<file path="src/rtl/dmem_io_responder.sv">
// Memory-mapped I/O page beside dmem: cycle counter, scratch register and a store-to-stream FIFO.
// Define DMEM_IO_IRQ_EN to add the irq output and the STATUS interrupt-enable bit.
module dmem_io_responder #(
   parameter logic [7:0] BASE_PAGE = 8'hFF,
   parameter int         FIFO_AW   = 3
) (
   input  logic        clock,
   input  logic        reset,
   input  logic [11:0] address_dmem,
   input  logic [31:0] data,
   input  logic        wren,
   output logic [31:0] q_io,
   output logic        io_hit,
   output logic [31:0] out_data,
   output logic        out_valid,
   input  logic        out_ready
`ifdef DMEM_IO_IRQ_EN
   ,
   output logic        irq
`endif
);

   localparam int                 DEPTH       = 1 << FIFO_AW;
   localparam logic [FIFO_AW:0]   FULL_COUNT  = (FIFO_AW + 1)'(DEPTH);
   localparam logic [FIFO_AW-1:0] PTR_ONE     = 1;
   localparam logic [3:0]         OFF_STATUS  = 4'h0;
   localparam logic [3:0]         OFF_TXDATA  = 4'h1;
   localparam logic [3:0]         OFF_CYCLE   = 4'h2;
   localparam logic [3:0]         OFF_SCRATCH = 4'h3;

   logic [31:0]        r_mem [DEPTH];
   logic [FIFO_AW-1:0] r_wptr;
   logic [FIFO_AW-1:0] r_rptr;
   logic [FIFO_AW:0]   r_count;
   logic               r_ovf;
   logic [31:0]        r_cycle;
   logic [31:0]        r_scratch;
   logic [31:0]        r_q_io;
   logic               r_io_hit;

   logic               w_sel;
   logic [3:0]         w_off;
   logic               w_wr;
   logic               w_empty;
   logic               w_full;
   logic               w_pop;
   logic               w_push_req;
   logic               w_push;
   logic               w_drop;
   logic               w_clr_ovf;
   logic               w_ovf_nxt;
   logic [FIFO_AW:0]   w_count_nxt;
   logic [31:0]        w_cycle_nxt;
   logic [3:0]         w_count4;
   logic [31:0]        w_status;
   logic [31:0]        w_rdata;

`ifdef DMEM_IO_IRQ_EN
   logic               r_ie;
   logic               r_irq;
   logic               w_ie_nxt;
`endif

   always_comb begin
      w_sel      = (address_dmem[11:4] == BASE_PAGE);
      w_off      = address_dmem[3:0];
      w_wr       = w_sel && wren;
      w_empty    = (r_count == '0);
      w_full     = (r_count == FULL_COUNT);
      w_pop      = !w_empty && out_ready;
      w_push_req = w_wr && (w_off == OFF_TXDATA);
      // A full FIFO still accepts a word when the head leaves on the same edge.
      w_push     = w_push_req && (!w_full || w_pop);
      w_drop     = w_push_req && w_full && !w_pop;
      w_clr_ovf  = w_wr && (w_off == OFF_STATUS) && data[8];
      w_ovf_nxt  = w_drop ? 1'b1 : (w_clr_ovf ? 1'b0 : r_ovf);
      w_count_nxt = r_count + {{FIFO_AW{1'b0}}, w_push} - {{FIFO_AW{1'b0}}, w_pop};
      w_cycle_nxt = (w_wr && (w_off == OFF_CYCLE)) ? data : r_cycle + 32'd1;
   end

   always_comb begin
      w_count4    = 4'(r_count);
      w_status    = 32'b0;
      w_status[8] = r_ovf;
      w_status[7:4] = w_count4;
      w_status[1] = w_full;
      w_status[0] = w_empty;
`ifdef DMEM_IO_IRQ_EN
      w_status[9] = r_ie;
`endif
      case (w_off)
         OFF_STATUS:  w_rdata = w_status;
         OFF_CYCLE:   w_rdata = r_cycle;
         OFF_SCRATCH: w_rdata = r_scratch;
         default:     w_rdata = 32'b0;
      endcase
   end

   always_ff @(posedge clock or posedge reset) begin
      if (reset) begin
         r_q_io    <= 32'b0;
         r_io_hit  <= 1'b0;
         r_wptr    <= '0;
         r_rptr    <= '0;
         r_count   <= '0;
         r_ovf     <= 1'b0;
         r_cycle   <= 32'b0;
         r_scratch <= 32'b0;
      end else begin
         r_io_hit <= w_sel;
         r_q_io   <= w_sel ? w_rdata : 32'b0;
         r_count  <= w_count_nxt;
         r_ovf    <= w_ovf_nxt;
         r_cycle  <= w_cycle_nxt;
         if (w_push)
            r_wptr <= r_wptr + PTR_ONE;
         if (w_pop)
            r_rptr <= r_rptr + PTR_ONE;
         if (w_wr && (w_off == OFF_SCRATCH))
            r_scratch <= data;
      end
   end

   // Storage is not reset; the pointers alone define which entries are live.
   always_ff @(posedge clock) begin
      if (w_push)
         r_mem[r_wptr] <= data;
   end

`ifdef DMEM_IO_IRQ_EN
   always_comb begin
      w_ie_nxt = (w_wr && (w_off == OFF_STATUS)) ? data[9] : r_ie;
   end

   always_ff @(posedge clock or posedge reset) begin
      if (reset) begin
         r_ie  <= 1'b0;
         r_irq <= 1'b0;
      end else begin
         r_ie  <= w_ie_nxt;
         r_irq <= w_ovf_nxt | (w_ie_nxt & (w_count_nxt == '0));
      end
   end

   assign irq = r_irq;
`endif

   assign q_io      = r_q_io;
   assign io_hit    = r_io_hit;
   assign out_data  = r_mem[r_rptr];
   assign out_valid = !w_empty;

endmodule
</file>
<file path="config.mk">
export PLATFORM = sky130hd
export DESIGN_NAME = dmem_io_responder
export DESIGN_NICKNAME = d
export VERILOG_FILES = /design/src/rtl/dmem_io_responder.sv
export SDC_FILE = /design/constraint.sdc
export NUM_CORES = 1
export LEC_CHECK = 0
export BUFFER_PORTS_ARGS = -buffer_cell sky130_fd_sc_hd__buf_4
export CAP_MARGIN = 20
export CORE_ASPECT_RATIO = 1.75
export CORE_MARGIN = 2
export CORE_UTILIZATION = 44
export DETAILED_ROUTE_END_ITERATION = 12
export SKIP_LAST_GASP = 1
export SLEW_MARGIN = 20
export SYNTH_ARGS = -nofsm -noshare
export SYNTH_HDL_FRONTEND = slang
export SYNTH_SLANG_ARGS = --single-unit
</file>
<file path="constraint.sdc">
create_clock -name clock -period 6.8 [get_ports clock]
set_clock_uncertainty 0.1 [all_clocks]
set_input_delay 0 -clock clock [delete_from_list [all_inputs] [get_ports clock]]
set_output_delay 0 -clock clock [all_outputs]
set_load 0.005 [all_outputs]
</file>
==> metrics.txt, run 1 <==
# TYPE chip_impl_metric gauge
chip_impl_metric{name="cts_num_sinks",unit=""} 364
chip_impl_info{name="crit_path_top_delay_cell",value="sky130_fd_sc_hd__dfrtp_4"} 1
chip_impl_metric{name="max_freq",unit="GHz"} 0.303
chip_impl_info{name="rr_startpoint",value="r_count[2]$_DFF_PP0_"} 1
chip_impl_metric{name="rows",unit=""} 87
chip_impl_metric{name="drt_pre_antenna_iters",unit=""} 5
chip_impl_info{name="rsz0062_at_grt",value="no"} 1
chip_impl_metric{name="insertedDiodeCount",unit=""} 0
chip_impl_metric{name="synth_largest_type_area_fraction",unit="%"} 53.3
chip_impl_info{name="holdCritPathClass",value="in -> reg"} 1
chip_impl_metric{name="min_period",unit="ps"} 3300
chip_impl_metric{name="finish.utilization",unit="%"} 53.7
chip_impl_metric{name="horizontal_extent_of_the_die",unit="um"} 141
chip_impl_metric{name="stdcell_count",unit=""} 1413
chip_impl_info{name="clock_tree.root_cell",value="sky130_fd_sc_hd__clkbuf_16"} 1
chip_impl_metric{name="synth_seq_cells",unit=""} 364
chip_impl_metric{name="per_cell_routed_wire_length",unit="um"} 21.5
chip_impl_metric{name="mappedNetlistNets",unit=""} 875
chip_impl_metric{name="postRouteWirelength",unit="um"} 30400
chip_impl_metric{name="cts.reportedPaths.clkPinSlew",unit="ps"} 70
chip_impl_metric{name="io_buffers",unit=""} 113
chip_impl_metric{name="initialDrtViolationCount",unit=""} 400
chip_impl_metric{name="synth_sequential_area_ratio",unit="%"} 72.0
chip_impl_metric{name="coreArea",unit="mm2"} 0.0322
chip_impl_metric{name="hold_worst_slack",unit="ps"} 129
chip_impl_metric{name="maxCapViolCount",unit=""} 0
chip_impl_metric{name="syn_inst",unit=""} 818
chip_impl_metric{name="timing.final.crit_share",unit="%"} 48.6
chip_impl_metric{name="io_pins",unit=""} 114
chip_impl_info{name="critical-path-top-cell-by-count",value="sky130_fd_sc_hd__buf_4"} 1
chip_impl_metric{name="clock_tree.buffer_depth",unit=""} 3
chip_impl_metric{name="worst_ep_required_time",unit="ps"} 6700
chip_impl_metric{name="cts_max_level",unit=""} 1
chip_impl_metric{name="hold_buffers",unit=""} 50
chip_impl_metric{name="max_slew_violation_total_from_the_final_report",unit=""} 0
chip_impl_info{name="critical_path_class",value="reg -> out"} 1
chip_impl_metric{name="post_cts.repair.setup_buffers",unit=""} 0
chip_impl_metric{name="netlist-cell-type-count",unit=""} 38
chip_impl_metric{name="timing_hold_violations_final",unit=""} 0
chip_impl_metric{name="arrival",unit="ps"} 3200
chip_impl_metric{name="post_drt_via_cell_ratio",unit=""} 5.46
chip_impl_metric{name="finalNetCount",unit=""} 1046
chip_impl_metric{name="crit_path_max_fanout",unit=""} 38
chip_impl_metric{name="floorplan.die_area",unit="mm2"} 0.0343
chip_impl_metric{name="grt_antenna_before_repair",unit=""} 0
chip_impl_info{name="worstSetupStartpoint",value="r_rptr[0]$_DFFE_PP0N_"} 1
chip_impl_metric{name="place.detailed.hpwl",unit="um"} 18300
chip_impl_metric{name="wire_length_of_the_first_global_routing_pass",unit="um"} 46900
chip_impl_metric{name="drcViolationCount",unit=""} 0
chip_impl_info{name="netlist.top_cell.by_area",value="sky130_fd_sc_hd__edfxtp_1"} 1
chip_impl_metric{name="grt_remaining_overflow",unit=""} 0
chip_impl_metric{name="max_slew_margin",unit="%"} 29.2
chip_impl_info{name="crit_path_end_kind",value="output port"} 1
chip_impl_metric{name="maximum_number_of_pins_on_one_net_before_global_route_repair",unit=""} 69
chip_impl_info{name="timing.critical_path.cells",value="buf_4, mux4_2, mux2_2, buf_4"} 1
chip_impl_metric{name="dpl.cell_count",unit=""} 1304
chip_impl_metric{name="finalSetupViolCount",unit=""} 0
chip_impl_metric{name="total_power",unit="mW"} 5.44
chip_impl_metric{name="gp_congestion",unit=""} 0.771
chip_impl_info{name="outcome",value="complete, no violations"} 1
chip_impl_metric{name="syn-cell-area",unit="mm2"} 0.0144
chip_impl_info{name="tritoncts",value="done"} 1
chip_impl_metric{name="irDropWorstVdd",unit="V"} 0.000230
chip_impl_metric{name="cts_inserted_buffers",unit=""} 30
chip_impl_metric{name="crit_path_max_incr_delay",unit="ps"} 790
chip_impl_metric{name="route.antenna.remaining_nets",unit=""} 0
chip_impl_metric{name="power_density",unit="mW/mm2"} 315
chip_impl_metric{name="power.static_leakage",unit="nW"} 6.35
chip_impl_metric{name="drive_gt1_share",unit="%"} 31.5
chip_impl_info{name="yosys-top-cells-area",value="sky130_fd_sc_hd__edfxtp_1 53%, sky130_fd_sc_hd__dfrtp_1 19%, sky130_fd_sc_hd__mux4_2 10%"} 1
chip_impl_metric{name="initial_core_util",unit="%"} 44.8
chip_impl_metric{name="postSynthAreaPerCell",unit="um2"} 17.6
chip_impl_info{name="timing.hold.worst.start",value="data[2]"} 1
chip_impl_info{name="critPathLaunchType",value="flip-flop"} 1
chip_impl_metric{name="worst_pin_slew",unit="ps"} 1060
chip_impl_metric{name="ys_warn_count",unit=""} 0
chip_impl_metric{name="synthToLayoutAreaGrowth",unit="%"} 19.9
chip_impl_metric{name="clk_latency",unit="ps"} 580
chip_impl_metric{name="grt_pass1_vias",unit=""} 8178
chip_impl_metric{name="grt_use_total",unit="%"} 18.0
chip_impl_metric{name="detailroute.via_count",unit=""} 7714
chip_impl_metric{name="die_h",unit="um"} 244
chip_impl_metric{name="fin_tns_setup",unit="ps"} 0
chip_impl_metric{name="post_cts_resized",unit=""} 0
cells in the mapped netlist, drive strengths merged:
master / instances
edfxtp: 256
dfrtp: 108
mux2: 66
mux4: 64
nand2: 52
nor2: 39
o21ai: 32
a22oi: 30
clkbuf: 27
xor2: 23
nand3: 22
and3: 13
buf: 13
inv: 11
nand4: 11
xnor2: 11
a21oi: 8
ha: 8
nand2b: 5
nor3: 4
nor4: 3
a32oi: 2
and2: 2
and4: 2
a21o: 1
fa: 1
nor4b: 1
o211ai: 1
or2: 1
or4: 1
cell families (layout without fill, tap and decap cells):
family | after synthesis | in the layout | share of synthesized area (%)
mux | 130 | 130 | 15.1
fa+ha+maj | 9 | 9 | 0.833
flops | 364 | 364 | 72.0
xor+xnor | 34 | 34 | 2.06
buf+inv | 51 | 246 | 1.42
simple gates | 156 | 156 | 5.33
compound gates | 74 | 74 | 3.17
cell type report:
type | instances | area, um2
Inverter | 11 | 43.8
Clock inverter | 15 | 109
Clock buffer | 41 | 832
Tap cell | 400 | 500
Timing Repair Buffer | 179 | 1520
Multi-Input combinational cell | 403 | 3890
Fill cell | 2636 | 14900
Sequential cell | 364 | 10400
flip-flops by register name, indices dropped and copies added (netlist names):
| register | count |
|---|---|
| r_cycle | 32 |
| r_rptr | 3 |
| q_io | 32 |
| r_count | 4 |
| r_scratch | 32 |
| r_ovf | 1 |
| r_wptr | 3 |
| r_mem | 256 |
| io_hit | 1 |
routing by layer:
layer  vias up  part of all wire [%]  global-route usage (%)
met1      3985                    40                    22.0
met2       178                    54                    33.4
li1       3502                     -                       -
met3        49                   3.6                    1.83
met5         -                     0                       0
met4         0                   2.5                    5.56
critical path, delay by kind of cell (launching register included):
family	cells	cell delay (ps)
buffers and inverters	2	870
DFF	1	790
muxes	2	920
path summary, 6_finish.rpt:
check                                             to  slack, ps  cells after the start
max                                      out_data[2]       3500                      4
min                            r_mem[6][2]$_DFFE_PP_        130                      2
max reg2reg                   r_mem[6][19]$_DFFE_PP_       3870                      7
min reg2reg                    r_rptr[2]$_DFFE_PP0N_        390                      1
max in group asynchronous      r_rptr[0]$_DFFE_PP0N_       4740                      5
min in group asynchronous  r_scratch[27]$_DFFE_PP0P_        520                      4
stage by stage:
step                area (um2)  setup WS, ps
floorplan                14400          2680
global placement         15800          3840
detailed placement       15800          3780
CTS                      17200          3360
global route             17300          3270
finish                   17300          3500
layout by cell type (no fill, tap or decap), types with 3 or more instances in the layout:
| master | instances |
|---|---|
| sky130_fd_sc_hd__nand3_1 | 20 |
| sky130_fd_sc_hd__dlygate4sd3_1 | 50 |
| sky130_fd_sc_hd__nand2b_1 | 5 |
| sky130_fd_sc_hd__mux4_2 | 64 |
| sky130_fd_sc_hd__nand2_1 | 52 |
| sky130_fd_sc_hd__nand4_1 | 10 |
| sky130_fd_sc_hd__clkinv_1 | 6 |
| sky130_fd_sc_hd__nor2_1 | 33 |
| sky130_fd_sc_hd__mux2_1 | 3 |
| sky130_fd_sc_hd__buf_4 | 126 |
| sky130_fd_sc_hd__xor2_1 | 23 |
| sky130_fd_sc_hd__ha_1 | 8 |
| sky130_fd_sc_hd__a21oi_1 | 8 |
| sky130_fd_sc_hd__inv_1 | 10 |
| sky130_fd_sc_hd__o21ai_0 | 31 |
| sky130_fd_sc_hd__xnor2_1 | 11 |
| sky130_fd_sc_hd__clkbuf_1 | 7 |
| sky130_fd_sc_hd__dfrtp_1 | 106 |
| sky130_fd_sc_hd__clkbuf_16 | 30 |
| sky130_fd_sc_hd__clkbuf_8 | 4 |
| sky130_fd_sc_hd__clkinv_2 | 4 |
| sky130_fd_sc_hd__a22oi_1 | 30 |
| sky130_fd_sc_hd__nor2_4 | 6 |
| sky130_fd_sc_hd__and3_1 | 12 |
| sky130_fd_sc_hd__mux2_2 | 63 |
| sky130_fd_sc_hd__edfxtp_1 | 256 |
report_power, final:
part           total (mW)  switching [mW]  internal [mW]
logic                1.26           0.527          0.734
registers            2.52          0.0975           2.42
clock network        1.66           0.768          0.895
No activity file was read; power rests on OpenSTA's default activity.
==> run 2, diff against run 1 <==
ABC_AREA = 1   (was unset)
clock period = 3 ns   (was 6.8 ns; I/O delays follow)
==> metrics.txt, run 2 <==
# TYPE chip_impl_metric gauge
chip_impl_info{name="outcome",value="complete, no violations"} 1
chip_impl_metric{name="clock_tree.buffer_depth",unit=""} 3
chip_impl_metric{name="place.detailed.hpwl",unit="um"} 23500
chip_impl_metric{name="preCtsSetupSlack",unit="ps"} 570
chip_impl_metric{name="stdcell_area",unit="mm2"} 0.0183
chip_impl_info{name="critical_path_class",value="in -> reg"} 1
chip_impl_metric{name="synth_sequential_area_ratio",unit="%"} 67.9
chip_impl_metric{name="rows",unit=""} 90
chip_impl_metric{name="rr_worst_depth",unit=""} 9
chip_impl_metric{name="finalNetCount",unit=""} 1581
chip_impl_metric{name="crit_path_max_fanout",unit=""} 27
chip_impl_metric{name="postSynth.asyncResetShare",unit="%"} 29.7
chip_impl_metric{name="syn-cell-area",unit="mm2"} 0.0153
chip_impl_metric{name="power_density",unit="mW/mm2"} 741
chip_impl_metric{name="detailroute.via_count",unit=""} 10347
chip_impl_metric{name="grt_remaining_overflow",unit=""} 0
chip_impl_info{name="crit_path_end_kind",value="flip-flop"} 1
chip_impl_metric{name="final_critical_path_setup_slack",unit="ps"} 214
chip_impl_info{name="rsz0062_at_grt",value="no"} 1
chip_impl_metric{name="cts_num_sinks",unit=""} 364
chip_impl_metric{name="power.static_leakage",unit="nW"} 7.37
chip_impl_metric{name="route.antenna.remaining_nets",unit=""} 0
chip_impl_metric{name="drcViolationCount",unit=""} 0
chip_impl_metric{name="hold_worst_slack",unit="ps"} 48.8
chip_impl_info{name="mostFrequentLayoutCell",value="sky130_fd_sc_hd__nand2_1"} 1
chip_impl_metric{name="finish.utilization",unit="%"} 53.4
chip_impl_info{name="tritoncts",value="done"} 1
chip_impl_metric{name="gp_congestion",unit=""} 0.920
chip_impl_metric{name="drt_pre_antenna_iters",unit=""} 5
chip_impl_metric{name="num-fill-cells",unit=""} 2980
chip_impl_metric{name="initial_core_util",unit="%"} 44.5
chip_impl_metric{name="grt_use_total",unit="%"} 20.7
chip_impl_metric{name="netlist-cell-type-count",unit=""} 33
chip_impl_metric{name="fin_tns_setup",unit="ps"} 0
chip_impl_metric{name="insertedDiodeCount",unit=""} 0
chip_impl_metric{name="coreArea",unit="mm2"} 0.0343
chip_impl_metric{name="irDropWorstVdd",unit="V"} 0.000397
chip_impl_metric{name="synth-edff-count",unit=""} 256
chip_impl_metric{name="syn_inst",unit=""} 1370
chip_impl_metric{name="per_cell_routed_wire_length",unit="um"} 18.7
chip_impl_metric{name="mappedNetlistNets",unit=""} 1427
chip_impl_metric{name="synth_largest_type_area_fraction",unit="%"} 50.3
chip_impl_metric{name="maxCapViolCount",unit=""} 0
chip_impl_metric{name="ys_warn_count",unit=""} 0
chip_impl_metric{name="floorplan.die_area",unit="mm2"} 0.0363
chip_impl_info{name="yosys-top-cells-area",value="sky130_fd_sc_hd__edfxtp_1 50%, sky130_fd_sc_hd__dfrtp_1 18%, sky130_fd_sc_hd__nand2_1 10%"} 1
chip_impl_metric{name="wire_length_of_the_first_global_routing_pass",unit="um"} 58000
chip_impl_metric{name="grt_antenna_before_repair",unit=""} 0
chip_impl_metric{name="io_buffers",unit=""} 113
chip_impl_metric{name="max_slew_margin",unit="%"} 50.5
chip_impl_metric{name="cts_inserted_buffers",unit=""} 34
chip_impl_metric{name="postRouteWirelength",unit="um"} 37600
chip_impl_info{name="clock_tree.root_cell",value="sky130_fd_sc_hd__clkbuf_16"} 1
chip_impl_info{name="holdCritPathClass",value="in -> reg"} 1
chip_impl_info{name="postSynth.topFlopCell",value="sky130_fd_sc_hd__edfxtp_1"} 1
chip_impl_metric{name="worst_pin_slew",unit="ps"} 740
chip_impl_metric{name="worst_hold_path.num_cells",unit=""} 7
chip_impl_metric{name="max_freq",unit="GHz"} 0.359
chip_impl_metric{name="synthToLayoutAreaGrowth",unit="%"} 19.9
chip_impl_metric{name="clk_latency",unit="ps"} 530
chip_impl_metric{name="initialDrtViolationCount",unit=""} 722
chip_impl_metric{name="arrival",unit="ps"} 3050
chip_impl_info{name="netlist.top_cell.by_area",value="sky130_fd_sc_hd__edfxtp_1"} 1
chip_impl_metric{name="grt_pass1_vias",unit=""} 10397
chip_impl_metric{name="cts.reportedPaths.clkPinSlew",unit="ps"} 60
chip_impl_metric{name="io_pins",unit=""} 114
chip_impl_metric{name="placed_cell_areas",unit="mm2"} 0.0168
chip_impl_info{name="yosys-top-cells-count",value="414 x sky130_fd_sc_hd__nand2_1, 256 x sky130_fd_sc_hd__edfxtp_1, 117 x sky130_fd_sc_hd__nor2_1, 108 x sky130_fd_sc_hd__dfrtp_1, 82 x sky130_fd_sc_hd__o21ai_0"} 1
chip_impl_info{name="layout.cells.most_common_list",value="414 x sky130_fd_sc_hd__nand2_1, 256 x sky130_fd_sc_hd__edfxtp_1, 127 x sky130_fd_sc_hd__buf_4"} 1
chip_impl_metric{name="finalSetupViolCount",unit=""} 0
chip_impl_metric{name="timing.final.crit_share",unit="%"} 92.9
chip_impl_metric{name="horizontal_extent_of_the_die",unit="um"} 145
chip_impl_info{name="registers.top_by_ff_count",value="r_mem"} 1
chip_impl_info{name="synthMostInstantiatedCell",value="sky130_fd_sc_hd__nand2_1"} 1
chip_impl_metric{name="die_h",unit="um"} 251
chip_impl_metric{name="drive_gt1_share",unit="%"} 13.8
chip_impl_metric{name="maximum_number_of_pins_on_one_net_before_global_route_repair",unit=""} 81
chip_impl_metric{name="post_drt_via_cell_ratio",unit=""} 5.15
chip_impl_metric{name="largest_register_ffs",unit=""} 256
chip_impl_metric{name="post_cts.repair.setup_buffers",unit=""} 0
chip_impl_metric{name="postSynthAreaPerCell",unit="um2"} 11.2
chip_impl_metric{name="timing_hold_violations_final",unit=""} 0
chip_impl_metric{name="max_slew_violation_total_from_the_final_report",unit=""} 0
chip_impl_metric{name="cts_max_level",unit=""} 2
chip_impl_metric{name="worst_ep_required_time",unit="ps"} 3260
chip_impl_metric{name="synth_seq_cells",unit=""} 364
chip_impl_info{name="critPathLaunchType",value="input port"} 1
chip_impl_metric{name="min_period",unit="ps"} 2790
run 2: cell types whose count changed after synthesis, moves of 22 or more:
cell	previous run	this run
sky130_fd_sc_hd__nand2_1	52	414
sky130_fd_sc_hd__nor2_1	39	117
sky130_fd_sc_hd__o22ai_1	0	65
sky130_fd_sc_hd__mux2i_1	0	64
sky130_fd_sc_hd__mux4_2	64	0
sky130_fd_sc_hd__mux2_2	63	0
sky130_fd_sc_hd__o21ai_0	31	82
sky130_fd_sc_hd__inv_1	11	59
sky130_fd_sc_hd__a22oi_1	30	1
sky130_fd_sc_hd__nand3_1	20	49
sky130_fd_sc_hd__a21oi_1	8	30
run 2: what timing repair did:
action                    4_1_cts  5_1_grt
gates resized for setup         0        0
hold endpoints to repair      442        0
hold buffers                   45        0
run 2: layout make-up:
| type | count | area [um2] | share of cell area (%) |
|---|---|---|---|
| flip-flops and latches | 364 | 10400 | 56.7 |
| multi-input cells | 879 | 4410 | 24.0 |
| repair buffers | 184 | 1640 | 8.96 |
| clock buffers | 49 | 981 | 5.35 |
| well taps | 460 | 576 | 3.14 |
| inverters | 61 | 231 | 1.26 |
| clock inverters | 12 | 109 | 0.593 |
run 2: cells by family after synthesis:
family / synth area share, %
buf+inv: 3.58
mux: 4.19
fa+ha+maj: 0.785
simple gates: 15.8
xor+xnor: 1.15
flops: 67.9
compound gates: 6.57
run 2: path summary, 6_finish.rpt:
kind,startpoint,to,slack (ps)
setup reg to reg,r_count[2]$_DFF_PP0_,r_mem[6][16]$_DFFE_PP_,560
setup / recovery,address_dmem[2],q_io[3]$_DFF_PP0_,210
max in group asynchronous,reset,q_io[14]$_DFF_PP0_,1470
hold reg to reg,r_scratch[24]$_DFFE_PP0P_,r_scratch[24]$_DFFE_PP0P_,370
hold / removal,address_dmem[6],r_ovf$_DFFE_PP0P_,50
min in group asynchronous,reset,q_io[6]$_DFF_PP0_,550
run 2: report_power, final:
part / total, mW / switching (mW) / leakage, nW / internal [mW]
logic: 3.59 / 2.07 / 3.08 / 1.53
registers: 5.74 / 0.238 / 3.76 / 5.50
clock network: 4.26 / 1.81 / 0.524 / 2.45
run 2: per-layer routing:
metal / GRT usage (%) / wire length, um / part of all wire (%)
met2: 39.3 / 20700 / 55
met3: 2.28 / 1350 / 3.6
met4: 7.95 / 1260 / 3.4
met5: 0 / 0 / 0
met1: 23.7 / 14300 / 38
run 2: worst max-delay path: stages:
cell,delay [ps]
sky130_fd_sc_hd__dlygate4sd3_1,560
sky130_fd_sc_hd__buf_4,140
sky130_fd_sc_hd__nor2_2,60
sky130_fd_sc_hd__dlygate4sd3_1,620
sky130_fd_sc_hd__nand3_1,90
sky130_fd_sc_hd__dlygate4sd3_1,580
sky130_fd_sc_hd__inv_2,160
sky130_fd_sc_hd__buf_4,330
sky130_fd_sc_hd__nand2_1,80
sky130_fd_sc_hd__a21oi_1,400
run 2: metrics by stage:
step | instances | power, mW
finish | 2009 | 13.6
global route | 2009 | 14.3
CTS | 2009 | 13.7
detailed placement | 1903 | 9.43
global placement | 1903 | 9.39
floorplan | 1370 | 8.02
